`src/rtl/uart_pkg.sv`:
```
// ============================================================================
// Module : uart_pkg
// Brief  : Shared constants for the parametrised UART transmitter.
// Rev    : 1.0  initial release
// ============================================================================
`default_nettype none

package uart_pkg;

    localparam logic [2:0] c_ST_IDLE   = 3'd0;
    localparam logic [2:0] c_ST_START  = 3'd1;
    localparam logic [2:0] c_ST_DATA   = 3'd2;
    localparam logic [2:0] c_ST_PARITY = 3'd3;
    localparam logic [2:0] c_ST_STOP   = 3'd4;

    localparam logic c_PARITY_EVEN = 1'b0;
    localparam logic c_PARITY_ODD  = 1'b1;

    localparam logic c_STOP_1 = 1'b0;
    localparam logic c_STOP_2 = 1'b1;

    localparam int c_DATA_WIDTH_MIN = 5;
    localparam int c_DATA_WIDTH_MAX = 9;

endpackage

`default_nettype wire

```
`src/rtl/uart_tx_param_if.sv`:
```
// ============================================================================
// Module : uart_tx_param_if
// Brief  : Word/config handshake between the system side and the UART TX.
// Rev    : 1.0  initial release
// ============================================================================
`default_nettype none

interface uart_tx_param_if #(
    parameter int DATA_WIDTH = 8,
    parameter int PRESCALE_W = 8
);
    logic                  data_valid;
    logic                  data_ready;
    logic [DATA_WIDTH-1:0] P_Data;
    logic                  parity_en;
    logic                  parity_type;
    logic                  stop_bits;
    logic [PRESCALE_W-1:0] prescale;

    modport master (
        output data_valid, P_Data, parity_en, parity_type, stop_bits, prescale,
        input  data_ready
    );

    modport slave (
        input  data_valid, P_Data, parity_en, parity_type, stop_bits, prescale,
        output data_ready
    );
endinterface

`default_nettype wire

```
`src/rtl/uart_tx_baud_cnt.sv`:
```
// ============================================================================
// Module : uart_tx_baud_cnt
// Brief  : Loadable per-bit prescale counter; strobes o_bit_done on the last
//          clock of each bit period.
// Rev    : 1.0  initial release
// ============================================================================
`default_nettype none

module uart_tx_baud_cnt #(
    parameter int PRESCALE_W = 8
) (
    input  wire logic                  clk,
    input  wire logic                  rst,
    input  wire logic                  i_load,
    input  wire logic [PRESCALE_W-1:0] i_prescale,
    input  wire logic                  i_en,
    output logic                       o_bit_done
);

    logic [PRESCALE_W-1:0] r_cnt;
    logic [PRESCALE_W-1:0] r_last;
    logic [PRESCALE_W-1:0] w_last;

    // A prescale of zero behaves exactly like one clock per bit.
    assign w_last     = (i_prescale == '0) ? '0 : i_prescale - PRESCALE_W'(1);
    assign o_bit_done = i_en && (r_cnt == r_last);

    always_ff @(posedge clk or negedge rst) begin
        if (!rst) begin
            r_cnt  <= '0;
            r_last <= '0;
        end else if (i_load) begin
            r_cnt  <= '0;
            r_last <= w_last;
        end else if (i_en) begin
            r_cnt <= o_bit_done ? '0 : r_cnt + PRESCALE_W'(1);
        end
    end

endmodule

`default_nettype wire

```
`src/rtl/uart_tx_param.sv`:
```
// ============================================================================
// Module : uart_tx_param
// Brief  : Parametrised UART transmitter with one-entry holding buffer.
// Rev    : 1.0  initial release
// ============================================================================
`default_nettype none

module uart_tx_param
    import uart_pkg::*;
#(
    parameter int DATA_WIDTH = 8,
    parameter int PRESCALE_W = 8
) (
    input  wire logic       clk,
    input  wire logic       rst,
    uart_tx_param_if.slave  tx_if,
    output logic            TX_OUT,
    output logic            busy
);

    localparam int IDX_W = (DATA_WIDTH > 1) ? $clog2(DATA_WIDTH) : 1;
    localparam logic [IDX_W-1:0] c_LAST_IDX = IDX_W'(DATA_WIDTH - 1);

    if (DATA_WIDTH < c_DATA_WIDTH_MIN || DATA_WIDTH > c_DATA_WIDTH_MAX) begin : g_bad_width
        $error("uart_tx_param: DATA_WIDTH out of range");
    end

    logic                  r_buf_full;
    logic [DATA_WIDTH-1:0] r_buf_data;
    logic                  r_buf_par_en;
    logic                  r_buf_par_type;
    logic                  r_buf_stop_sel;
    logic [PRESCALE_W-1:0] r_buf_prescale;

    logic [2:0]            r_state;
    logic [DATA_WIDTH-1:0] r_shift;
    logic [IDX_W-1:0]      r_bit_idx;
    logic                  r_par_en;
    logic                  r_parity;
    logic                  r_stop_sel;
    logic                  r_stop_cnt;
    logic                  r_tx;
    logic                  r_busy;

    logic w_accept;
    logic w_bit_done;
    logic w_last_stop;
    logic w_load;

    assign tx_if.data_ready = !r_buf_full;
    assign TX_OUT           = r_tx;
    assign busy             = r_busy;

    assign w_accept    = tx_if.data_valid && !r_buf_full;
    assign w_last_stop = (r_state == c_ST_STOP) && w_bit_done &&
                         ((r_stop_sel == c_STOP_1) || r_stop_cnt);
    // Loading from STOP on the final stop edge gives zero-gap back-to-back frames.
    assign w_load      = r_buf_full && ((r_state == c_ST_IDLE) || w_last_stop);

    uart_tx_baud_cnt #(
        .PRESCALE_W (PRESCALE_W)
    ) u_baud_cnt (
        .clk        (clk),
        .rst        (rst),
        .i_load     (w_load),
        .i_prescale (r_buf_prescale),
        .i_en       (r_state != c_ST_IDLE),
        .o_bit_done (w_bit_done)
    );

    always_ff @(posedge clk or negedge rst) begin
        if (!rst) begin
            r_buf_full     <= 1'b0;
            r_buf_data     <= '0;
            r_buf_par_en   <= 1'b0;
            r_buf_par_type <= 1'b0;
            r_buf_stop_sel <= 1'b0;
            r_buf_prescale <= '0;
        end else if (w_load) begin
            r_buf_full <= 1'b0;
        end else if (w_accept) begin
            r_buf_full     <= 1'b1;
            r_buf_data     <= tx_if.P_Data;
            r_buf_par_en   <= tx_if.parity_en;
            r_buf_par_type <= tx_if.parity_type;
            r_buf_stop_sel <= tx_if.stop_bits;
            r_buf_prescale <= tx_if.prescale;
        end
    end

    always_ff @(posedge clk or negedge rst) begin
        if (!rst) begin
            r_state    <= c_ST_IDLE;
            r_shift    <= '0;
            r_bit_idx  <= '0;
            r_par_en   <= 1'b0;
            r_parity   <= 1'b0;
            r_stop_sel <= 1'b0;
            r_stop_cnt <= 1'b0;
            r_tx       <= 1'b1;
            r_busy     <= 1'b0;
        end else if (w_load) begin
            r_state    <= c_ST_START;
            r_shift    <= r_buf_data;
            r_par_en   <= r_buf_par_en;
            r_parity   <= (^r_buf_data) ^ (r_buf_par_type == c_PARITY_ODD);
            r_stop_sel <= r_buf_stop_sel;
            r_stop_cnt <= 1'b0;
            r_tx       <= 1'b0;
            r_busy     <= 1'b1;
        end else if (w_bit_done) begin
            case (r_state)
                c_ST_START: begin
                    r_tx      <= r_shift[0];
                    r_shift   <= {1'b0, r_shift[DATA_WIDTH-1:1]};
                    r_bit_idx <= '0;
                    r_state   <= c_ST_DATA;
                end
                c_ST_DATA: begin
                    if (r_bit_idx == c_LAST_IDX) begin
                        if (r_par_en) begin
                            r_tx    <= r_parity;
                            r_state <= c_ST_PARITY;
                        end else begin
                            r_tx       <= 1'b1;
                            r_stop_cnt <= 1'b0;
                            r_state    <= c_ST_STOP;
                        end
                    end else begin
                        r_tx      <= r_shift[0];
                        r_shift   <= {1'b0, r_shift[DATA_WIDTH-1:1]};
                        r_bit_idx <= r_bit_idx + IDX_W'(1);
                    end
                end
                c_ST_PARITY: begin
                    r_tx       <= 1'b1;
                    r_stop_cnt <= 1'b0;
                    r_state    <= c_ST_STOP;
                end
                c_ST_STOP: begin
                    if (w_last_stop) begin
                        r_state <= c_ST_IDLE;
                        r_busy  <= 1'b0;
                    end else begin
                        r_stop_cnt <= 1'b1;
                    end
                end
                default: begin
                    r_state <= c_ST_IDLE;
                    r_tx    <= 1'b1;
                    r_busy  <= 1'b0;
                end
            endcase
        end
    end

endmodule

`default_nettype wire

```
`src/flat_wrapper.sv`:
```
// flat-port wrapper written by rule: the top's interface ports become plain ports
module uart_tx_param_flat import uart_pkg::*;
#(
    parameter int DATA_WIDTH = 8,
    parameter int PRESCALE_W = 8
)
  (clk, rst, TX_OUT, busy, tx_if_data_valid, tx_if_P_Data, tx_if_parity_en, tx_if_parity_type, tx_if_stop_bits, tx_if_prescale, tx_if_data_ready);
  uart_tx_param_if #(.DATA_WIDTH(DATA_WIDTH), .PRESCALE_W(PRESCALE_W)) tx_if_i ();
  input  wire logic clk;
  input  wire logic rst;
  output logic TX_OUT;
  output logic busy;
  input wire logic [$bits(tx_if_i.data_valid)-1:0] tx_if_data_valid;
  input wire logic [$bits(tx_if_i.P_Data)-1:0] tx_if_P_Data;
  input wire logic [$bits(tx_if_i.parity_en)-1:0] tx_if_parity_en;
  input wire logic [$bits(tx_if_i.parity_type)-1:0] tx_if_parity_type;
  input wire logic [$bits(tx_if_i.stop_bits)-1:0] tx_if_stop_bits;
  input wire logic [$bits(tx_if_i.prescale)-1:0] tx_if_prescale;
  output wire logic [$bits(tx_if_i.data_ready)-1:0] tx_if_data_ready;
  assign tx_if_i.data_valid = tx_if_data_valid;
  assign tx_if_i.P_Data = tx_if_P_Data;
  assign tx_if_i.parity_en = tx_if_parity_en;
  assign tx_if_i.parity_type = tx_if_parity_type;
  assign tx_if_i.stop_bits = tx_if_stop_bits;
  assign tx_if_i.prescale = tx_if_prescale;
  assign tx_if_data_ready = tx_if_i.data_ready;
  uart_tx_param #(.DATA_WIDTH(DATA_WIDTH), .PRESCALE_W(PRESCALE_W)) u_core (.clk(clk), .rst(rst), .tx_if(tx_if_i), .TX_OUT(TX_OUT), .busy(busy));
endmodule
```
`config.mk`:
```
export PLATFORM = sky130hd
export DESIGN_NAME = uart_tx_param_flat
export DESIGN_NICKNAME = d
export VERILOG_FILES = /design/src/rtl/uart_pkg.sv /design/src/rtl/uart_tx_param_if.sv /design/src/rtl/uart_tx_baud_cnt.sv /design/src/rtl/uart_tx_param.sv /design/src/flat_wrapper.sv
export SDC_FILE = /design/constraint.sdc
export NUM_CORES = 1
export LEC_CHECK = 0
export CAP_MARGIN = 15
export CORE_UTILIZATION = 40
export DETAILED_ROUTE_END_ITERATION = 10
export PLACE_DENSITY = 0.64
export SYNTH_ARGS = -nofsm -noshare
export SYNTH_HDL_FRONTEND = slang
export SYNTH_SLANG_ARGS = --single-unit
```
`constraint.sdc`:
```
create_clock -name clk -period 2.35 [get_ports clk]
set_input_delay 0.47 -clock clk [delete_from_list [all_inputs] [get_ports clk]]
set_output_delay 0.47 -clock clk [all_outputs]
set_load 0.02 [all_outputs]
```
# ---- Word-level counts from Yosys, hierarchy flattened
# Cells that the tools add are included.
dict set report totals {
  ff_bits 56
  latchBits 0
  ramBits 0
  mem_bits_ro 0
  out_inout_bits 3
  elab_cells 96
  mem_count 0
}
dict set report op_classes {
  n_addsub 3
  mul 0
  n_div 0
  magnitude_cmp 0
  eq_ne 14
  n_shift 0
  mux 33
  bitwise_logic 3
  reduce_logical 26
}
# op count
set op_table {}
lappend op_table {{2-to-1 mux 8 bit} 7}
lappend op_table {{2-to-1 mux 3 bit} 6}
lappend op_table {{case mux 8 bit (2 select lines)} 1}
lappend op_table {{2-to-1 mux 1 bit} 14}
lappend op_table {{case mux 3 bit (4 select lines)} 1}
lappend op_table {{inequality test 3 bit (second input constant)} 3}
lappend op_table {{AND reduction 3 bit} 3}
lappend op_table {{adder 8 x 1 -> 8 bit (second input constant)} 1}
lappend op_table {{== test 8 bit} 1}
lappend op_table {{logical NOT 8 bit} 1}
lappend op_table {{nonzero test 2 bit} 4}
lappend op_table {{parity 8 bit} 1}
lappend op_table {{subtractor 8 x 1 -> 8 bit (second input constant)} 1}
lappend op_table {{== test 3 x 2 -> 1 bit (second input constant)} 2}
lappend op_table {{== test 3 bit (second input constant)} 2}
lappend op_table {{inequality test 3 x 2 -> 1 bit (second input constant)} 2}
lappend op_table {{case mux 1 bit (3 select lines)} 2}
lappend op_table {{case mux 3 bit (2 select lines)} 1}
lappend op_table {{nonzero test 3 bit} 2}
lappend op_table {{logical AND 1 bit} 5}
lappend op_table {{AND reduction 5 bit} 1}
lappend op_table {{inequality test 2 bit (second input constant)} 2}
lappend op_table {{AND reduction 2 bit} 2}
lappend op_table {{AND reduction 4 bit} 1}
lappend op_table {{other kinds (11)} 13}

# ---- Longest topological paths before layout
dict set report depth {
  word_depth 8
  ltp_mapped 8
  ltp_nobuf 7
}

# ---- Modules after synthesis
# A second synthesis with hierarchy kept.
dict set report unflattened {
  cells_unflattened 256
  hier_area_um2 2880.3
}
# module n_inst cells_each area_each_um2 seq_area_each_um2
set modules_own_cells {}
lappend modules_own_cells {uart_tx_param 1 159 1925.6 1002.2}
lappend modules_own_cells {uart_tx_baud_cnt 1 97 954.7 400.4}

# ---- Least setup slack after synthesis
# Ideal clock, no wire load.
dict set report synth_path {
  path_kind {register to register}
  start {reg u_core.r_buf_prescale[0]}
  end {reg u_core.u_baud_cnt.r_last[4]}
  setup_ps 126
  t_arrival_ps 1682
  setup_slack_ps 541
  path_stages_with_launch 8
  n_path_buf 0
  path_cell_list {dfrtp_1 -> inv_1 -> ha_1 -> nor4b_2 -> inv_1 -> nor4_1 -> a21o_1 -> o21ai_1}
}
dict set report synth_between {
  elab_chain_cells 2
}
# item line_no
set synth_rtl {}
lappend synth_rtl {{start: declaration} uart_tx_param.sv:33} ;# logic [PRESCALE_W-1:0] r_buf_prescale;
lappend synth_rtl {{start signal: assignment} uart_tx_param.sv:87} ;# r_buf_prescale <= tx_if.prescale;
lappend synth_rtl {{subtractor 8 x 1 -> 8 bit or logical NOT 8 bit (tied branches)} uart_tx_baud_cnt.sv:25} ;# assign w_last = (i_prescale == '0) ? '0 : i_prescale - PRESCALE_W'(1);
lappend synth_rtl {{2-to-1 mux 8 bit (*)} uart_tx_baud_cnt.sv:25}
lappend synth_rtl {{end signal: assignment} uart_tx_baud_cnt.sv:34} ;# r_last <= w_last;
lappend synth_rtl {{end: declaration} uart_tx_baud_cnt.sv:21} ;# logic [PRESCALE_W-1:0] r_last;
# Mark *: on every way between the ends. The rest lies on a longest branch, timed or not.
# A chain may end at the register's enable or synchronous reset.

# ---- Final worst setup path
dict set report layout_path {
  start {reg u_core.r_bit_idx[0]}
  end {reg u_core.r_bit_idx[0]}
}
dict set report layout_between {
  elab_chain_cells 3
}
# item line_no
set layout_rtl {}
lappend layout_rtl {{start: declaration} uart_tx_param.sv:37} ;# logic [IDX_W-1:0] r_bit_idx;
lappend layout_rtl {{start signal: assignment} uart_tx_param.sv:132} ;# r_bit_idx <= r_bit_idx + IDX_W'(1);
lappend layout_rtl {{adder 3 x 1 -> 3 bit or == test 3 bit (tied branches)} {uart_tx_param.sv:132, uart_tx_param.sv:120}}
lappend layout_rtl {{2-to-1 mux 3 bit or inequality test 2 bit (tied branches)} n/a}
lappend layout_rtl {{case mux 3 bit (2 select lines) or AND reduction 4 bit (tied branches)} n/a}
# Parallel ways exist; a longest one is shown, timed or not. The select of a mux whose other input is x is not followed.

==> results.tsv <==
stage	metric	value	unit
power_and_ir_drop	maximum vdd drop	0.000584	V
synthesis	post-synthesis instance total	264	
power_and_ir_drop	Pint	2.48	mW
synthesis	mean area per synthesized cell	10.8	um^2
placement	DP Area	3210	um^2
setup_path	CP Class	reg2reg	
route	WL/cell	14.0	um
clock_network	CTS tree	built	
route	DRC	0	
cells_and_area	FF/Latch Area	1400	um^2
timing	setup TNS	0	ps
clock_network	CTS Hold Bufs	0	
clock_network	clock buffer depth	2	
clock_network	H-tree depth	2	
min_path	HP Class	in2async	
placement	Placed Cells	380	
die	height of the die	86.5	um
synthesis	Mapped Area	2850	um^2
placement	buffers added on ports	24	
setup_path	R2R Path End	u_core.r_bit_idx[0]$_DFFE_PN0P_	
global_routing	first-pass GRT wire length	9560	um
placement	RD Place Congestion	0.811	
cells_and_area	Final Non-Filler Cells	388	
power_and_ir_drop	P_sw	1.49	mW
die	num rows	30	
die	initial core utilization	0.418	
route	Iter 0 DRT Violations	86	
timing	max-slew violations	0	
power_and_ir_drop	Reg power frac	0.456	
route	via count	2008	
timing	RSZ-0062 raised after global routing	false	
setup_path	CP peak stage delay	440	ps
die	Die Area	7480	um^2
power_and_ir_drop	Pleak	1.36	nW
power_and_ir_drop	Comb power frac	0.409	
route	final antenna-violating net count	0	
setup_path	critical path required time	2610	ps
setup_path	Worst Setup Start Kind	flip-flop	
clock_network	Root Buffer	clkbuf_8	
power_and_ir_drop	Final Power	3.98	mW
timing	endpoints failing setup	0	
power_and_ir_drop	Clock power frac	0.135	
timing	final hold violation count	0	
die	Die X	86.5	um
clock_network	PostCTS Resize Cnt	0	
setup_path	Worst R2R Setup Slack	270	ps
timing	f_max	480	MHz
cells_and_area	ANT cells	0	
route	DR pass1 iterations	4	
die	Placeable Area	6830	um^2
cells_and_area	Util after Layout	0.483	
placement	post-DP HPWL	3980	um
clock_network	postcts setup bufs	0	
global_routing	grt total ovfl	0	
timing	worst setup margin	268	ps
setup_path	WP data arrival	2340	ps
clock_network	clock slew at reported path FFs	100	ps
timing	Least-Margin Pin Slew	682	ps
job	MaxCap Viol Count	0	
setup_path	r2r startpoint	u_core.r_bit_idx[0]$_DFFE_PN0P_	
synthesis	ys flop type	dfrtp_1	
cells_and_area	most common cell after layout, fill and taps aside	dfrtp_1	
cells_and_area	Layout fillers	666	
global_routing	largest net degree at the start of global routing	39	
setup_path	worst-path cell chain	ha_1, ha_1, o21ai_0, nand4b_2, nor4_1, a21o_1	
synthesis	Post-synth EDFFs	0	
cells_and_area	fraction of layout cells with a size suffix above 1	0.151	
cells_and_area	footprint of the multi-input gates	1360	um^2
synthesis	syn_nets	290	
run_status	status	finished, final reports clean	
clock_network	Num CTS Buffers	5	
synthesis	sequential element share of the synthesized area	0.491	
placement	setup slack at placement	264	ps
clock_network	Clock Sink Count	56	
power_and_ir_drop	Power Dens Cells	1200	nW/um^2
cells_and_area	Area Overhead vs Synth	15.7	%
setup_path	Worst Path Max Fanout	14	
synthesis	Async SR Flop Fraction	1.00	
synthesis	Yosys reg bits	56	
global_routing	vias in the first global route	1943	
setup_path	Crit path top cell by count	ha_1	
setup_path	crit end category	flip-flop	
timing	min Tclk post-route	2080	ps
timing	worst hold slack	100	ps
timing	Period Utilization, post-route	0.886	
global_routing	initial antenna violation count	0	
synthesis	Yosys Warn Count	0	
die	boundary pin count	25	
power_and_ir_drop	switching part of the total	0.376	
route	wirelength, routed	5440	um
clock_network	worst skew pair latency	310	ps
timing	slew margin rel.	0.542	
cells_and_area	final net count	317	
setup_path	slowest CP cell	nand4b_2	
route	DR vias/cell	5.18	
setup_path	Reg2Reg Depth	6	
cells_and_area	most frequent cells in the layout	55 x dfrtp_1, 23 x clkdlybuf4s50_1, 22 x o21ai_0, 20 x nand2_1, 19 x xnor2_1	
global_routing	GRT Total Usage	0.165	
timing	Setup Skew	3.37	ps
synthesis	count of different cell masters after synthesis	47	
cells_and_area	design area	3300	um^2
## layout make-up
cell class              count  share of cell area
flip-flops and latches     56               0.425
repair buffers             32              0.0933
well taps                  96              0.0364
multi-input cells         189               0.411
inverters                   7             0.00796
clock buffers               6              0.0220
clock inverters             2             0.00493
## how the worst max path moves through the flow
stage	depth (start not counted)	from	endpoint	slack (ps)
floorplan	7	u_core.r_buf_prescale[0]$_DFFE_PN0P_	u_core.u_baud_cnt.r_last[4]$_DFFE_PN0P_	540
global placement	6	u_core.r_bit_idx[0]$_DFFE_PN0P_	u_core.r_bit_idx[0]$_DFFE_PN0P_	310
detailed placement	6	u_core.r_bit_idx[0]$_DFFE_PN0P_	u_core.r_bit_idx[0]$_DFFE_PN0P_	260
CTS	6	u_core.r_bit_idx[0]$_DFFE_PN0P_	u_core.r_bit_idx[0]$_DFFE_PN0P_	240
global route	6	u_core.r_bit_idx[0]$_DFFE_PN0P_	u_core.r_bit_idx[0]$_DFFE_PN0P_	90
finish	6	u_core.r_bit_idx[0]$_DFFE_PN0P_	u_core.r_bit_idx[0]$_DFFE_PN0P_	270
## layer usage
metal	vias to the layer above	routed length, um	GRT usage
met3	7	161	0.0333
met1	965	2720	0.231
met5	-	0	0
met4	0	83	0.0636
li1	1003	-	-
met2	33	2480	0.254
## power by group through the flow
stage          clock, mW  combinational [mW]  sequential, mW
5_1_grt            0.588                1.84            1.88
3_3_place_gp           0                1.60            1.82
4_1_cts            0.552                1.64            1.82
3_5_place_dp           0                1.64            1.84
2_1_floorplan          0                1.34            1.72
6_report           0.535                1.63            1.81
## Yosys cell counts (all sizes together), types with 3 or more instances
library cell / count / area (um^2)
dfrtp: 55 / 1380
o21ai: 24 / 120
nor2: 12 / 52.6
a21oi: 12 / 71.3
xnor2: 19 / 166
a21o: 4 / 30.0
nand3: 7 / 35.0
o31ai: 8 / 65.1
buf: 8 / 57.6
nand2: 20 / 75.1
clkbuf: 4 / 15.0
mux2i: 8 / 80.1
nor2b: 4 / 25.0
xor2: 3 / 26.3
nand2b: 5 / 31.3
inv: 7 / 26.3
nor3: 13 / 70.1
mux2: 19 / 225
nor4: 3 / 25.0
ha: 4 / 50.1
o211ai: 3 / 22.5
## sequential cells by signal (all words and copies together), names as in the netlist
register	flops
u_core.TX_OUT	1
u_core.busy	1
u_core.r_bit_idx	3
u_core.r_buf_data	8
u_core.r_buf_full	1
u_core.r_buf_par_en	1
u_core.r_buf_par_type	1
u_core.r_buf_prescale	8
u_core.r_buf_stop_sel	1
u_core.r_par_en	1
u_core.r_parity	1
u_core.r_shift	8
u_core.r_state	3
u_core.r_stop_cnt	1
u_core.r_stop_sel	1
u_core.u_baud_cnt.r_cnt	8
u_core.u_baud_cnt.r_last	8
## worst max-delay path, delay by kind of cell (launching register included)
kind,cells,cell delay [ps]
simple gates,2,780
fa+ha+maj,2,440
compound gates,2,380
flops,1,420
## cells by family (layout without fill, tap and decap cells)
logic type	Yosys count	count (layout)	share of synthesized area
simple gates	73	73	0.139
compound gates	63	63	0.142
flops	56	56	0.491
mux	27	27	0.107
xor+xnor	22	22	0.0675
buf+inv	19	47	0.0346
fa+ha+maj	4	4	0.0175
No activity file was read; power rests on OpenSTA's default activity.
